--- src/rtl/keypad_pkg.sv ---
// Shared types, constants and small helpers for the 4x4 keypad scanner.
package keypad_pkg;

    typedef enum logic [1:0] {
        SCAN     = 2'd0,
        DEBOUNCE = 2'd1,
        HELD     = 2'd2
    } kp_state_t;

    localparam logic [1:0] ST_SCAN     = 2'(SCAN);
    localparam logic [1:0] ST_DEBOUNCE = 2'(DEBOUNCE);
    localparam logic [1:0] ST_HELD     = 2'(HELD);

    localparam logic [3:0] COL_RESET = 4'b0001;

    // Indexed [row][col]; row 3 carries the E 0 F D layout of the physical keypad.
    localparam logic [3:0] KP_MAP [4][4] = '{
        '{4'h1, 4'h2, 4'h3, 4'hA},
        '{4'h4, 4'h5, 4'h6, 4'hB},
        '{4'h7, 4'h8, 4'h9, 4'hC},
        '{4'hE, 4'h0, 4'hF, 4'hD}
    };

    function automatic logic is_one_hot(input logic [3:0] v);
        return (v != 4'b0000) && ((v & (v - 4'b0001)) == 4'b0000);
    endfunction

    function automatic logic [3:0] rotate_col(input logic [3:0] c);
        return {c[2:0], c[3]};
    endfunction

endpackage

--- src/rtl/keypad_hexmap.sv ---
// Combinational one-hot row/column to hex code lookup.
module keypad_hexmap
    import keypad_pkg::*;
(
    input  logic [3:0] row,
    input  logic [3:0] col,
    output logic [3:0] hex
);

    always_comb begin
        hex = 4'h0;
        for (int i = 0; i < 4; i++) begin
            for (int j = 0; j < 4; j++) begin
                if (row[i] && col[j]) begin
                    hex = KP_MAP[i][j];
                end
            end
        end
    end

endmodule

--- src/rtl/keypad_scanner.sv ---
// Column-scanning, debouncing 4x4 keypad front end: one pulse per accepted key, no repeat.
// Handshake: key_valid is a one-cycle strobe with key_hex stable from that cycle onward; no ready.
module keypad_scanner
    import keypad_pkg::*;
#(
    parameter int DB_TICKS = 3
) (
    input  logic       clk,
    input  logic       reset,
    input  logic       tick,
    input  logic [3:0] r,
    output logic [3:0] cHigh,
    output logic       key_valid,
    output logic [3:0] key_hex,
    output logic       key_held,
    output logic [1:0] state_dbg
);

    localparam int CNT_W = (DB_TICKS < 1) ? 1 : $clog2(DB_TICKS + 1);
    localparam logic [CNT_W-1:0] CNT_RELOAD = CNT_W'(DB_TICKS - 1);
    localparam bit ACCEPT_AT_LATCH = (DB_TICKS <= 1);

    logic [1:0]       state_q,     state_d;
    logic [3:0]       col_q,       col_d;
    logic [3:0]       row_q,       row_d;
    logic [CNT_W-1:0] cnt_q,       cnt_d;
    logic [3:0]       key_hex_q,   key_hex_d;
    logic             key_valid_q, key_valid_d;
    logic             key_held_q,  key_held_d;
    logic             accept;
    logic [3:0]       map_row;
    logic [3:0]       map_hex;

    // In SCAN the row is only being latched this edge, so look it up straight from r.
    assign map_row = (state_q == ST_SCAN) ? r : row_q;

    keypad_hexmap u_hexmap (
        .row (map_row),
        .col (col_q),
        .hex (map_hex)
    );

    always_comb begin
        state_d     = state_q;
        col_d       = col_q;
        row_d       = row_q;
        cnt_d       = cnt_q;
        key_hex_d   = key_hex_q;
        key_valid_d = 1'b0;
        key_held_d  = key_held_q;
        accept      = 1'b0;

        if (tick) begin
            case (state_q)
                ST_SCAN: begin
                    if (is_one_hot(r)) begin
                        row_d = r;
                        if (ACCEPT_AT_LATCH) begin
                            accept = 1'b1;
                        end else begin
                            cnt_d   = CNT_RELOAD;
                            state_d = ST_DEBOUNCE;
                        end
                    end else begin
                        col_d = rotate_col(col_q);
                    end
                end
                ST_DEBOUNCE: begin
                    // The latch tick counts as the first stable tick, so the last one accepts.
                    if (r == row_q) begin
                        if (cnt_q <= CNT_W'(1)) begin
                            accept = 1'b1;
                        end else begin
                            cnt_d = cnt_q - CNT_W'(1);
                        end
                    end else begin
                        col_d   = rotate_col(col_q);
                        state_d = ST_SCAN;
                    end
                end
                ST_HELD: begin
                    if (r == 4'b0000) begin
                        if (cnt_q == '0) begin
                            key_held_d = 1'b0;
                            col_d      = rotate_col(col_q);
                            state_d    = ST_SCAN;
                        end else begin
                            cnt_d = cnt_q - CNT_W'(1);
                        end
                    end else begin
                        cnt_d = CNT_RELOAD;
                    end
                end
                default: begin
                    state_d = ST_SCAN;
                    col_d   = COL_RESET;
                end
            endcase
        end

        if (accept) begin
            key_hex_d   = map_hex;
            key_valid_d = 1'b1;
            key_held_d  = 1'b1;
            cnt_d       = CNT_RELOAD;
            state_d     = ST_HELD;
        end
    end

    always_ff @(posedge clk) begin
        if (reset) begin
            state_q     <= ST_SCAN;
            col_q       <= COL_RESET;
            row_q       <= 4'b0000;
            cnt_q       <= '0;
            key_hex_q   <= 4'h0;
            key_valid_q <= 1'b0;
            key_held_q  <= 1'b0;
        end else begin
            state_q     <= state_d;
            col_q       <= col_d;
            row_q       <= row_d;
            cnt_q       <= cnt_d;
            key_hex_q   <= key_hex_d;
            key_valid_q <= key_valid_d;
            key_held_q  <= key_held_d;
        end
    end

    assign cHigh     = col_q;
    assign key_valid = key_valid_q;
    assign key_hex   = key_hex_q;
    assign key_held  = key_held_q;
    assign state_dbg = state_q;

endmodule

--- config.mk ---
export PLATFORM = sky130hd
export DESIGN_NAME = keypad_scanner
export DESIGN_NICKNAME = d
export VERILOG_FILES = /design/src/rtl/keypad_pkg.sv /design/src/rtl/keypad_hexmap.sv /design/src/rtl/keypad_scanner.sv
export SDC_FILE = /design/constraint.sdc
export NUM_CORES = 1
export LEC_CHECK = 0
export ABC_AREA = 1
export BUFFER_PORTS_ARGS = -buffer_cell sky130_fd_sc_hd__buf_4
export CELL_PAD_IN_SITES_DETAIL_PLACEMENT = 1
export CELL_PAD_IN_SITES_GLOBAL_PLACEMENT = 1
export CORE_MARGIN = 1
export CORE_UTILIZATION = 35
export CTS_BUF_LIST = sky130_fd_sc_hd__clkbuf_8
export CTS_CLUSTER_DIAMETER = 30
export DETAILED_ROUTE_END_ITERATION = 16
export HOLD_SLACK_MARGIN = 0.02
export PLACE_DENSITY = 0.72
export SYNTH_ARGS = -nofsm -noshare
export SYNTH_HDL_FRONTEND = slang
export SYNTH_SLANG_ARGS = --single-unit
--- constraint.sdc ---
create_clock -name clk -period 4.8 [get_ports clk]
set_input_delay 0 -clock clk [delete_from_list [all_inputs] [get_ports clk]]
set_output_delay 0 -clock clk [all_outputs]
set_load 0.02 [all_outputs]
# [Word level (Yosys, flattened, before mapping)]
# Cells that the tools add are included.
[word_totals] ff_bits=18 in_bits=7 out_inout_bits=12
[classes] n_addsub=2 magnitude_cmp=1 eq_ne=18 muxes=47 bitwise=1 reduce_logical=36
[op_table] op="2-to-1 mux 4 bit" count=18
[op_table] op="2-to-1 mux 2 bit" count=15
[op_table] op="!= test 3 bit (second input constant)" count=6
[op_table] op="logical AND 1 bit" count=17
[op_table] op="AND reduction 5 bit" count=3
[op_table] op="!= test 2 bit (second input constant)" count=6
[op_table] op="one-hot mux 2 bit (3 select lines)" count=2
[op_table] op="one-hot mux 4 bit (3 select lines)" count=1
[op_table] op="AND reduction 6 bit" count=2
[op_table] op="2-to-1 mux 1 bit" count=11
[op_table] op="logical NOT 4 bit" count=2
[op_table] op="nonzero test 2 bit" count=4
[op_table] op="nonzero test 4 bit" count=2
[op_table] op="AND 4 bit" count=1
[op_table] op="== test 4 bit" count=1
[op_table] op="logical NOT 2 bit" count=2
[op_table] op="!= test 4 bit (second input constant)" count=1
[op_table] op="AND reduction 4 bit" count=1
[op_table] op="subtractor 4 x 1 -> 4 bit (second input constant)" count=1
[op_table] op="!= test 3 x 2 -> 1 bit (second input constant)" count=1
[op_table] op="AND reduction 3 bit" count=1
[op_table] op="nonzero test 3 bit" count=1
[op_table] op="== test 2 x 1 -> 1 bit (second input constant)" count=1
[op_table] op="== test 2 bit (second input constant)" count=1
[op_table] op="other kinds (4)" count=4

# [Longest topological paths before layout]
# Gate-level depths: netlist (run 1).
[logic_depth] ltp_word=19 depth_mapped=16

# [Hierarchy]
# A second synthesis (run 1) with hierarchy kept.
[unflattened] hier_cells=214 area_unflattened_um2=1351.3
[by_module_without_submodules] mod="keypad_scanner" n_inst=1 cells_per_inst=160 area_each_um2=1118.6
[by_module_without_submodules] mod="keypad_hexmap" n_inst=1 cells_per_inst=54 area_each_um2=232.7

# [Worst setup path before layout (run 1)]
# Ideal clock, no wire load.
[synth_timing] path_type="register to register" startpoint="register state_q[0], in the netlist state_dbg[0]" endpoint="register key_hex_q[1], in the netlist key_hex[1]" setup_ps=112 t_arrival_ps=1642 t_required_ps=4688 path_slack_ps=3046 path_stages_with_launch=17 path_buffers=0 synth_period_minus_slack_ps=1754 path_cell_list="dfxtp_1 -> inv_1 -> ha_1 -> inv_2 -> nand2_2 -> nand2_2 -> inv_2 -> nand2_1 -> nand2_1 -> a21oi_1 -> nand2_1 -> nand2_1 -> nand2_1 -> nand2_1 -> nand2_1 -> nand2_1 -> nand2_1"
[synth_via] elab_chain_cells=18
[synth_lines] item="from (decl)" line="keypad_scanner.sv:23" rtl="logic [1:0] state_q, state_d;"
[synth_lines] item="from (signal assigned)" line="keypad_scanner.sv:120" rtl="state_q <= state_d;"
[synth_lines] item="logical NOT 2 bit" line="keypad_scanner.sv:35" rtl="assign map_row = (state_q == ST_SCAN) ? r : row_q;"
[synth_lines] item="2-to-1 mux 4 bit" line="keypad_scanner.sv:35"
[synth_lines] item="logical AND 1 bit" line="keypad_hexmap.sv:14" rtl="if (row[i] && col[j]) begin"
[synth_lines] item="2-to-1 mux 2 bit (2 in a row)" line="keypad_hexmap.sv:14"
[synth_lines] item="2-to-1 mux 4 bit (13 in a row)" line="keypad_hexmap.sv:14"
[synth_lines] item="to (signal assigned)" line="keypad_scanner.sv:124" rtl="key_hex_q <= key_hex_d;"
[synth_lines] item="to (decl)" line="keypad_scanner.sv:27" rtl="logic [3:0] key_hex_q, key_hex_d;"
# Parallel ways exist; a longest one is shown, timed or not.
# A chain may end at the register's enable or synchronous reset.

# [Worst setup path after layout (run 1)]
[layout_timing] startpoint="register state_q[0], in the netlist state_dbg[0]" endpoint="register key_hex_q[3], in the netlist key_hex[3]"
[layout_via] elab_chain_cells=16
[layout_lines] item="logical NOT 2 bit" line="keypad_scanner.sv:35"
[layout_lines] item="2-to-1 mux 4 bit" line="keypad_scanner.sv:35"
[layout_lines] item="logical AND 1 bit" line="keypad_hexmap.sv:14"
[layout_lines] item="2-to-1 mux 4 bit (13 in a row)" line="keypad_hexmap.sv:14"
# Parallel ways exist; a longest one is shown, timed or not.

==> results of run 1 <==
-- Yosys cell counts (3+ instances only) --
master   instances
a21oi_1         13
dfxtp_1         18
ha_1             6
inv_1           33
inv_2            3
nand2_1         62
nand2_2          4
nand3_1         15
nor2_1          19
o21ai_0         11
o21ai_1          3
xor2_1           4
-- worst max-delay path: stages (launching register included) --
cell	delay, ps
dfxtp_1	400
inv_1	90
ha_1	300
o21ai_0	340
inv_1	120
nor2_1	160
inv_1	90
nand2_1	70
a21oi_1	50
a21o_1	150
-- layout by cell type, fill, tap and decap left out --
master and instances:
a21o_1 1, a21oi_1 13, a21oi_2 1, buf_4 18
clkbuf_8 4, dfxtp_1 18, dlygate4sd3_1 1, ha_1 6
inv_1 33, inv_2 3, nand2_1 62, nand2_2 4
nand3_1 15, nand3_2 2, nand4_1 2, nor2_1 19
nor2_2 2, nor2_4 1, o211ai_1 1, o21ai_0 11
o21ai_1 3, o21ai_2 1, o31ai_1 1, xor2_1 4
-- cells by family after synthesis --
| kind of cell | Yosys count |
|---|---|
| adders and majority gates | 6 |
| and+or+nand+nor | 107 |
| DFF | 18 |
| buffers and inverters | 36 |
| xor gates and xnor gates | 4 |
| AOI/OAI and AO/OA | 32 |
-- layer usage --
layer / global-route usage, % / vias up
met2: 34.9 / 15
met5: 0 / -
li1: - / 678
met4: 6.98 / 0
met1: 24.5 / 598
met3: 2.52 / 7
-- state kept, by name (all words and copies together) (netlist names) --
register / cells
cnt_q: 2
key_held: 1
key_valid: 1
cHigh: 4
row_q: 4
state_dbg: 2
key_hex: 4
-- layout make-up --
cell class | instances | area (um2) | share of cell area, %
clock buffer | 4 | 55.1 | 3.67
inverter | 36 | 135 | 9.02
multi-input combinational | 149 | 746 | 49.7
sequential | 18 | 360 | 24.0
tap | 46 | 57.6 | 3.84
timing repair buffer | 19 | 145 | 9.68
-- worst max-delay path by stage --
stage,from,endpoint,cells past startpoint
floorplan,state_dbg[0],key_hex[1],16
global placement,state_dbg[0],key_hex[3],9
detailed placement,state_dbg[0],key_hex[3],9
CTS,state_dbg[0],key_hex[3],9
global route,state_dbg[0],key_hex[1],16
finish,state_dbg[0],key_hex[3],9
-- through the flow --
| stage | hold slack (ps) | util, % | cell area [um2] |
|---|---|---|---|
| final | 70.5 | 44.6 | 1500 |
| after global routing | 103 | 44.6 | 1500 |
| after CTS | 63.8 | 44.6 | 1500 |
| after detailed placement | 209 | 42.6 | 1430 |
| after global placement | 198 | 42.6 | 1430 |
| after floorplan | 69.1 | - | 1240 |
-- power groups by stage --
stage                     Sequential [uW]  Combinational, uW  Clock, uW
final                                 164               96.1        128
after global routing                  165                110        138
after CTS                             164               96.9        132
after detailed placement              167               96.1          0
after global placement                167               93.0          0
after floorplan                       169               64.7          0
==> summary.md, run 1 <==
| Metric | Value |
|---|---|
| Post-Syn Area | `1240 um2` |
| R2r setup slk | `2920 ps` |
| Row count | `21` |
| Slew margin rel. | `77.8%` |
| Setup violations, final | `0` |
| Vias | `1298` |
| Sequential share of the synthesized area | `29.0%` |
| Synth Register Bits | `18` |
| Largest net degree at the start of global routing | `11` |
| Worst r2r src | `state_dbg[0]` |
| CP required | `4960 ps` |
| First-pass GRT wire length | `5.49 mm` |
| Met2 WL post-DR | `1.60 mm` |
| Max Fclk | `533 MHz` |
| ANT cells | `0` |
| Post-cts gate resize count | `0` |
| Compound-Gate Fraction of Synth Area | `14.1%` |
| Maximum clock path buffer count | `2` |
| Simple-Gate Fraction of Synth Area | `37.1%` |
| CTS root buffer | `clkbuf_8` |
| Grt ovf | `0` |
| Final ANT Viol Nets | `0` |
| Core area | `3360 um2` |
| DRC | `0` |
| Yosys cell types | `21` |
| Critical path launch point type | `flip-flop` |
| GRT Total Usage | `19.8%` |
| Internal power | `263 uW` |
| Reg2reg end | `key_hex[3]` |
| HPWL after DPL | `2.79 mm` |
| HP Class | `in -> reg` |
| Reg2Reg Depth | `9` |
| PwrDens | `259 nW/um2` |
| Initial DRT Pass Iterations | `4` |
| Post-Syn Nets | `216` |
| Die width | `61.6 um` |
| Switching part of the total | `32.1%` |
| Top routing layer in use | `met4` |
| Sink Count | `18` |
| Arr. time, crit path | `2040 ps` |
| Fillcell total | `487` |
| Worst Path Max Fanout | `8` |
| Worst-Margin Slew | `329 ps` |
| Net Sw Power | `125 uW` |
| Port Buf Inserts | `18` |
| Met1 wire length | `1.62 mm` |
| Synth Area in XOR/XNOR | `2.82%` |
| Clock skew | `2.09 ps` |
| WHS Path Cells | `3` |
| Min-Delay Endpoint | `row_q[3]` |
| Main synth FF type | `dfxtp_1` |
| Async SR Flop Fraction | `0%` |
| Placed cells | `267` |
| Dpl ws | `2930 ps` |
| P&R area growth vs syn | `20.8%` |
| Die height | `61.6 um` |
| Detailed Route WL | `3.34 mm` |
| Hold_buf cts | `1` |
| Min Tclk post-route | `1880 ps` |
| Cts bufs inserted | `3` |
| Setup TNS Final | `0 ps` |
| Clock group share of total power | `33.1%` |
| Setup Crit Path Kind | `reg -> reg` |
| Tot Pwr | `388 uW` |
| CTS tree | `built` |
| Avg Inst Size Synth | `6.11 um2` |
| Final worst slack | `2920 ps` |
| Synth Area in Adders | `6.05%` |
| Count of non-filler cells in the finished layout | `272` |
| Peak supply drop | `0.101 mV` |
| Synth area leaders | `dfxtp_1, nand2_1, inv_1` |
| Share of layout cells above drive strength 1 | `15.9%` |
| Period utilisation layout | `39.1%` |
| Synth area leader | `dfxtp_1` |
| RSZ-0062 raised after global routing | `false` |
| Mapped Cells | `203` |
| Starting density of the core | `36.9%` |
| Post-synth EDFFs | `0` |
| Routed wl met3 | `60 um` |
| Mux contribution to synthesized area | `0%` |
| Synth Warn # | `0` |
| Clk slew on worst S/H paths | `70 ps` |
| Number of global-route vias before repair | `1258` |
| Post-synth top area share | `29.0%` |
| Endpoint type of the worst setup path | `flip-flop` |
| Worst-skew pair later-pin latency | `260 ps` |
| Wire per inst | `12.3 um` |
| Post-CTS setup buffer count | `0` |
| Ports | `19` |
| Sequential share of power | `42.2%` |
| Power share of the combinational group | `24.7%` |
| Hold Crit Start | `r[3]` |
| Lkg Pwr | `0.000782 uW` |
| Initial DRC count | `43` |
| Max Cap Violations | `0` |
| H-tree depth | `1` |
| Largest family of logic cells by synthesized area | `simple AND/OR/NAND/NOR gates` |
| Slew Limit Fails | `0` |
| Initial antenna violation count | `0` |
| Status | `finished, final reports clean` |
| Final net count | `240` |
| Final hold viol count | `0` |
| Detail-routed via count per cell | `4.77` |
| RePlAce Congestion | `0.819` |
| Die ar. | `3790 um2` |
Power figures use the tool's default switching activity.
==> inputs of run 2 (changes only) <==
- clock period: 4.8 -> 1.89 ns (I/O delays scaled with it)
==> run 2 against run 1 <==
Setup slack lost 2700 ps. Wire length increased by 0.48%. Maximum frequency rose by 13%. Register-to-register slack worse by 2700 ps. Final cell count is the same. Critical endpoint is now key_hex[1]. Largest cell class unchanged.
==> summary.md, run 2 (synthesis results as in run 1) <==
| Metric | Value |
|---|---|
| Wire per inst | `12.3 um (+0.48%)` |
| Sink Count | `18 (unchanged)` |
| Detail-routed via count per cell | `4.80 (+0.54%)` |
| P&R area growth vs syn | `22.0%` |
| HPWL after DPL | `2.79 mm (about the same)` |
| Crit path cell chain | `inv_1, ha_4, inv_2, nand2_2, nand2_2, inv_2, nand2_1, nand2_1, a21oi_1, nand2_1, nand2_1, nand2_1, nand2_1, nand2_1, nand2_1, nand2_1` |
| Status | `finished, final reports clean` |
| Peak supply drop | `0.294 mV (+190%)` |
| Maximum clock path buffer count | `2 (unchanged)` |
| CTS root buffer | `clkbuf_8` |
| PwrDens | `655 nW/um2 (+150%)` |
| Number of global-route vias before repair | `1261 (+0.24%)` |
| Final hold viol count | `0 (unchanged)` |
| CP Launch Point | `state_dbg[0]` |
| DRC | `0 (unchanged)` |
| Initial antenna violation count | `0 (unchanged)` |
| Largest net degree at the start of global routing | `11 (unchanged)` |
| Share of layout cells above drive strength 1 | `17.3% (+1.3 points)` |
| Initial DRT Pass Iterations | `4 (unchanged)` |
| CTS tree | `built` |
| CP required | `2050 ps (-2910 ps)` |
| H-tree depth | `1 (unchanged)` |
| Endpoint type of the worst setup path | `flip-flop` |
| RSZ-0062 raised after global routing | `false` |
| Die ar. | `3790 um2 (unchanged)` |
| Worst hold slack | `74.0 ps (+3.50 ps)` |
| Grt ovf | `0 (unchanged)` |
| Worst r2r src | `state_dbg[0]` |
| Slowest-stage cell, CP | `dfxtp_2` |
| Grt met2 use | `35.9% (+1.1 points)` |
| GRT Total Usage | `19.6% (-0.16 points)` |
| Core area | `3360 um2 (unchanged)` |
| Setup Crit Path Kind | `reg -> reg` |
| Vias | `1305 (+0.54%)` |
| Most frequent cells in the layout | `nand2_1, inv_1, nor2_1` |
| Final net count | `240 (unchanged)` |
| Crit path top cell by count | `nand2_1` |
| Crit-path max cell delay | `370 ps (-30 ps)` |
| Hold Crit Start | `r[2]` |
| Worst-skew pair later-pin latency | `260 ps (about the same)` |
| Die width | `61.6 um (unchanged)` |
| Met3 global-route usage | `1.89% (-0.63 points)` |
| Row count | `21 (unchanged)` |
| Slew Limit Fails | `0 (unchanged)` |
| Min Tclk post-route | `1660 ps (-219 ps)` |
| Arr. time, crit path | `1810 ps (-230 ps)` |
| Initial DRC count | `38 (-12%)` |
| Busiest grt layer | `met2` |
| Setup TNS Final | `0 ps (unchanged)` |
| Worst-Margin Slew | `326 ps (-3.25 ps)` |
| Most common cell after layout, fill and taps aside | `nand2_1` |
| HP Class | `in -> reg` |
| Met1 Track Usage GR | `23.6% (-0.98 points)` |
| Ports | `19 (unchanged)` |
| Cts bufs inserted | `3 (unchanged)` |
| Max Fclk | `603 MHz (+13%)` |
| Port Buf Inserts | `18 (unchanged)` |
| Worst Path Max Fanout | `8 (unchanged)` |
| Slew margin rel. | `78.2% (+0.43 points)` |
| Period utilisation layout | `87.7% (+49 points)` |
| Starting density of the core | `36.9% (unchanged)` |
| Final ANT Viol Nets | `0 (unchanged)` |
| Setup violations, final | `0 (unchanged)` |
| Critical path launch point type | `flip-flop` |
| Die height | `61.6 um (unchanged)` |
| Max Cap Violations | `0 (unchanged)` |
| Detailed Route WL | `3.36 mm (+0.48%)` |
| ANT cells | `0 (unchanged)` |
| RePlAce Congestion | `0.819 (unchanged)` |
| Lkg Pwr | `0.000784 uW (+0.25%)` |
| Clk slew on worst S/H paths | `80 ps (about the same)` |
| First-pass GRT wire length | `5.46 mm (-0.51%)` |
| Fillcell total | `486 (-0.21%)` |
| Clock skew | `5.12 ps (+3.03 ps)` |
| Post-CTS setup buffer count | `0 (unchanged)` |
## run 2: changes by cell type in the layout (fill, tap and decap cells not counted)
cell / previous run / this run
dfxtp_1: 18 / 16
dfxtp_2: 0 / 2
ha_1: 6 / 5
ha_4: 0 / 1
o21ai_0: 11 / 10
o21ai_1: 3 / 4
## run 2: critical path: cells and delay by family (launching register included)
family / cells / cell delay [ps]
AOI/OAI and AO/OA: 1 / 120
and+or+nand+nor: 11 / 610
DFF: 1 / 370
buffers and inverters: 3 / 250
adders and majority gates: 1 / 200
## run 2: cell type report
class / count / area, um2 / share of cell area [%]
sequential: 18 / 363 / 24.0
tap: 46 / 57.6 / 3.80
clock buffer: 4 / 55.1 / 3.64
inverter: 36 / 135 / 8.93
multi-input combinational: 149 / 758 / 50.1
timing repair buffer: 19 / 145 / 9.59
## run 2: timing repair
item	in CTS	in global routing
hold buffers	1	0
endpoints found under the setup margin	1	4
resized for setup	1	4
endpoints found under the hold margin	4	0
## run 2: final timing paths
check / end / cells past startpoint / slack, ps
worst min register to register: key_hex[3] / 1 / 460
worst max-delay path: key_hex[1] / 16 / 230
worst max register to register: key_hex[1] / 16 / 230
worst min-delay path: row_q[2] / 3 / 70
## run 2: power by group
group	total (uW)	internal, uW	switching, uW
clock network	327	185	141
logic	248	89.9	158
registers	416	397	19.5
total	991	672	319
## run 2: metal layers
layer,wire length (um),up-vias,share of wire [%]
li1,-,679,-
met1,1570,605,47
met2,1670,15,50
met3,63,6,1.9
met4,50,0,1.5
met5,0,-,0
## run 2: through the flow
step	setup WS [ps]	instances	area (um2)	power (uW)	util [%]
3_5_place_dp	14.6	267	1430	669	42.6
3_3_place_gp	37.2	267	1430	660	42.6
6_report	233	272	1510	991	45.0
5_1_grt	40.0	272	1510	1060	45.0
2_1_floorplan	136	203	1240	593	-
4_1_cts	11.4	272	1500	998	44.6
==> inputs of run 3 (changes only) <==
- clock period: 1.89 -> 1.75 ns (I/O delays scaled with it)
==> run 3 against run 2 <==
Die area unchanged. Maximum frequency up 4.6%. Utilization grew 1.0 points. Wire length grew 4.4%. Sequential cell count stayed put. Setup slack got worse by 67 ps. Critical path depth stayed put. Design area increased by 2.2%.
==> summary.md, run 3 (synthesis results as in run 1) <==
| Metric | Value |
|---|---|
| Sequential share of power | `41.2% (-0.8 points)` |
| First-pass GRT wire length | `5.79 mm (+6.1%)` |
| Max Cap Violations | `0 (unchanged)` |
| Die height | `61.6 um (unchanged)` |
| Row count | `21 (unchanged)` |
| RePlAce Congestion | `0.872 (+6.5%)` |
| CP required | `1910 ps (-140 ps)` |
| Critical path launch point type | `flip-flop` |
| Worst-Margin Slew | `312 ps (-14.4 ps)` |
| Final ANT Viol Nets | `0 (unchanged)` |
| Arr. time, crit path | `1740 ps (-70 ps)` |
| Port Buf Inserts | `18 (unchanged)` |
| Maximum clock path buffer count | `2 (unchanged)` |
| Initial DRC count | `24 (-37%)` |
| ANT cells | `0 (unchanged)` |
| DRC | `0 (unchanged)` |
| CTS tree | `built` |
| Tot Pwr | `1090 uW (+9.7%)` |
| Reg area | `362 um2 (-0.34%)` |
| H-tree depth | `1 (unchanged)` |
| Slew Limit Fails | `0 (unchanged)` |
| CTS root buffer | `clkbuf_8` |
| Most common cell after layout, fill and taps aside | `nand2_1` |
| Setup TNS Final | `0 ps (unchanged)` |
| Setup violations, final | `0 (unchanged)` |
| Lkg Pwr | `0.000800 uW (+2.1%)` |
| Cts bufs inserted | `3 (unchanged)` |
| Count of non-filler cells in the finished layout | `275 (+1.1%)` |
| Ports | `19 (unchanged)` |
| Internal power | `732 uW (+8.9%)` |
| Final net count | `243 (+1.3%)` |
| Power share of the combinational group | `25.8% (+0.8 points)` |
| Period utilisation layout | `90.5% (+2.8 points)` |
| Status | `finished, final reports clean` |
| P&R area growth vs syn | `24.7%` |
| Most frequent cells in the layout | `nand2_1, inv_1, buf_4` |
| Clk slew on worst S/H paths | `80 ps (about the same)` |
| Number of global-route vias before repair | `1336 (+5.9%)` |
| Peak supply drop | `0.278 mV (-5.3%)` |
| HP Class | `in -> reg` |
| Die ar. | `3790 um2 (unchanged)` |
| Vias | `1319 (+1.1%)` |
| Multi-input gate area | `771 um2 (+1.7%)` |
| Final core utilization | `46.0% (+1.0 points)` |
| Net Sw Power | `355 uW (+11%)` |
| Slew margin rel. | `79.2% (+0.96 points)` |
| Starting density of the core | `36.9% (unchanged)` |
| Min Tclk post-route | `1580 ps (-73.1 ps)` |
| Switching part of the total | `32.7% (+0.49 points)` |
| Detailed Route WL | `3.50 mm (+4.4%)` |
| Worst Path Max Fanout | `8 (unchanged)` |
| Post-CTS setup buffer count | `0 (unchanged)` |
| Die width | `61.6 um (unchanged)` |
| Detail-routed via count per cell | `4.80 (about the same)` |
| Core area | `3360 um2 (unchanged)` |
| Placed cells | `270 (+1.1%)` |
| Initial antenna violation count | `0 (unchanged)` |
| Sink Count | `18 (unchanged)` |
| Endpoint type of the worst setup path | `flip-flop` |
| PwrDens | `703 nW/um2 (+7.3%)` |
| Clock group share of total power | `33.0% (about the same)` |
| Final hold viol count | `0 (unchanged)` |
| Setup Crit Path Kind | `reg -> reg` |
| Largest net degree at the start of global routing | `11 (unchanged)` |
| GRT Total Usage | `20.8% (+1.2 points)` |
| Initial DRT Pass Iterations | `3 (-1)` |
| RSZ-0062 raised after global routing | `false` |
| Grt ovf | `0 (unchanged)` |
| Max Fclk | `631 MHz (+4.6%)` |
| Share of layout cells above drive strength 1 | `19.7% (+2.4 points)` |
| Clock skew | `5.63 ps (+0.502 ps)` |
| Worst-skew pair later-pin latency | `260 ps (about the same)` |
| Wire per inst | `12.7 um (+3.3%)` |
| Fillcell total | `488 (+0.41%)` |
| HPWL after DPL | `2.88 mm (+3.3%)` |
==> run 3: cell type report <==
cell class / count / share of cell area (%)
Sequential cell: 18 / 23.4
Multi-Input combinational cell: 149 / 49.8
Clock buffer: 4 / 3.56
Inverter: 36 / 8.73
Tap cell: 46 / 3.72
Timing Repair Buffer: 22 / 10.8
==> run 3: worst paths after layout <==
check / cells after the start / from / slack (ps) / endpoint
max: 16 / state_dbg[1] / 170 / key_hex[1]
max reg2reg: 16 / state_dbg[1] / 170 / key_hex[1]
min reg2reg: 2 / key_hex[1] / 450 / key_hex[1]
min: 3 / r[0] / 80 / row_q[0]
==> run 3: through the flow <==
step | cell area [um2] | hold WS, ps | setup WS (ps)
3_3_place_gp | 1460 | 204 | 70.9
6_report | 1550 | 79.8 | 166
3_5_place_dp | 1460 | 210 | -28.6
5_1_grt | 1550 | 95.2 | 4.82
4_1_cts | 1530 | 82.3 | 56.7
2_1_floorplan | 1240 | 69.1 | 18.9
==> run 3: what timing repair did <==
action,in CTS,in global routing
hold endpoints to repair,4,0
resized for setup,1,6
endpoints found under the setup margin,1,4
pin swaps,1,1
hold buffers,1,0
==> run 3: routing by layer <==
metal,vias to the layer above,track usage (%),share of wire [%]
li1,685,-,-
met1,624,24.5,46
met2,8,38.9,52
met3,2,2.94,1.1
met4,0,6.03,0.54
met5,-,0,0
==> run 3: power groups by stage <==
stage | Sequential, uW | Clock (uW) | Combinational [uW]
finish | 448 | 359 | 281
global route | 450 | 380 | 325
CTS | 448 | 362 | 276
detailed placement | 458 | 0 | 271
global placement | 456 | 0 | 261
floorplan | 463 | 0 | 177
==> run 3: worst max-delay path, stage by stage, from the launching register on <==
cell	delay, ps
dfxtp_1	350
inv_2	60
ha_4	190
inv_2	80
nand2_2	60
nand2_2	70
inv_2	60
nand2_1	60
nand2_1	70
a21oi_1	120
nand2_1	60
nand2_1	50
nand2_1	50
nand2_1	50
nand2_1	50
nand2_1	50
nand2_1	40
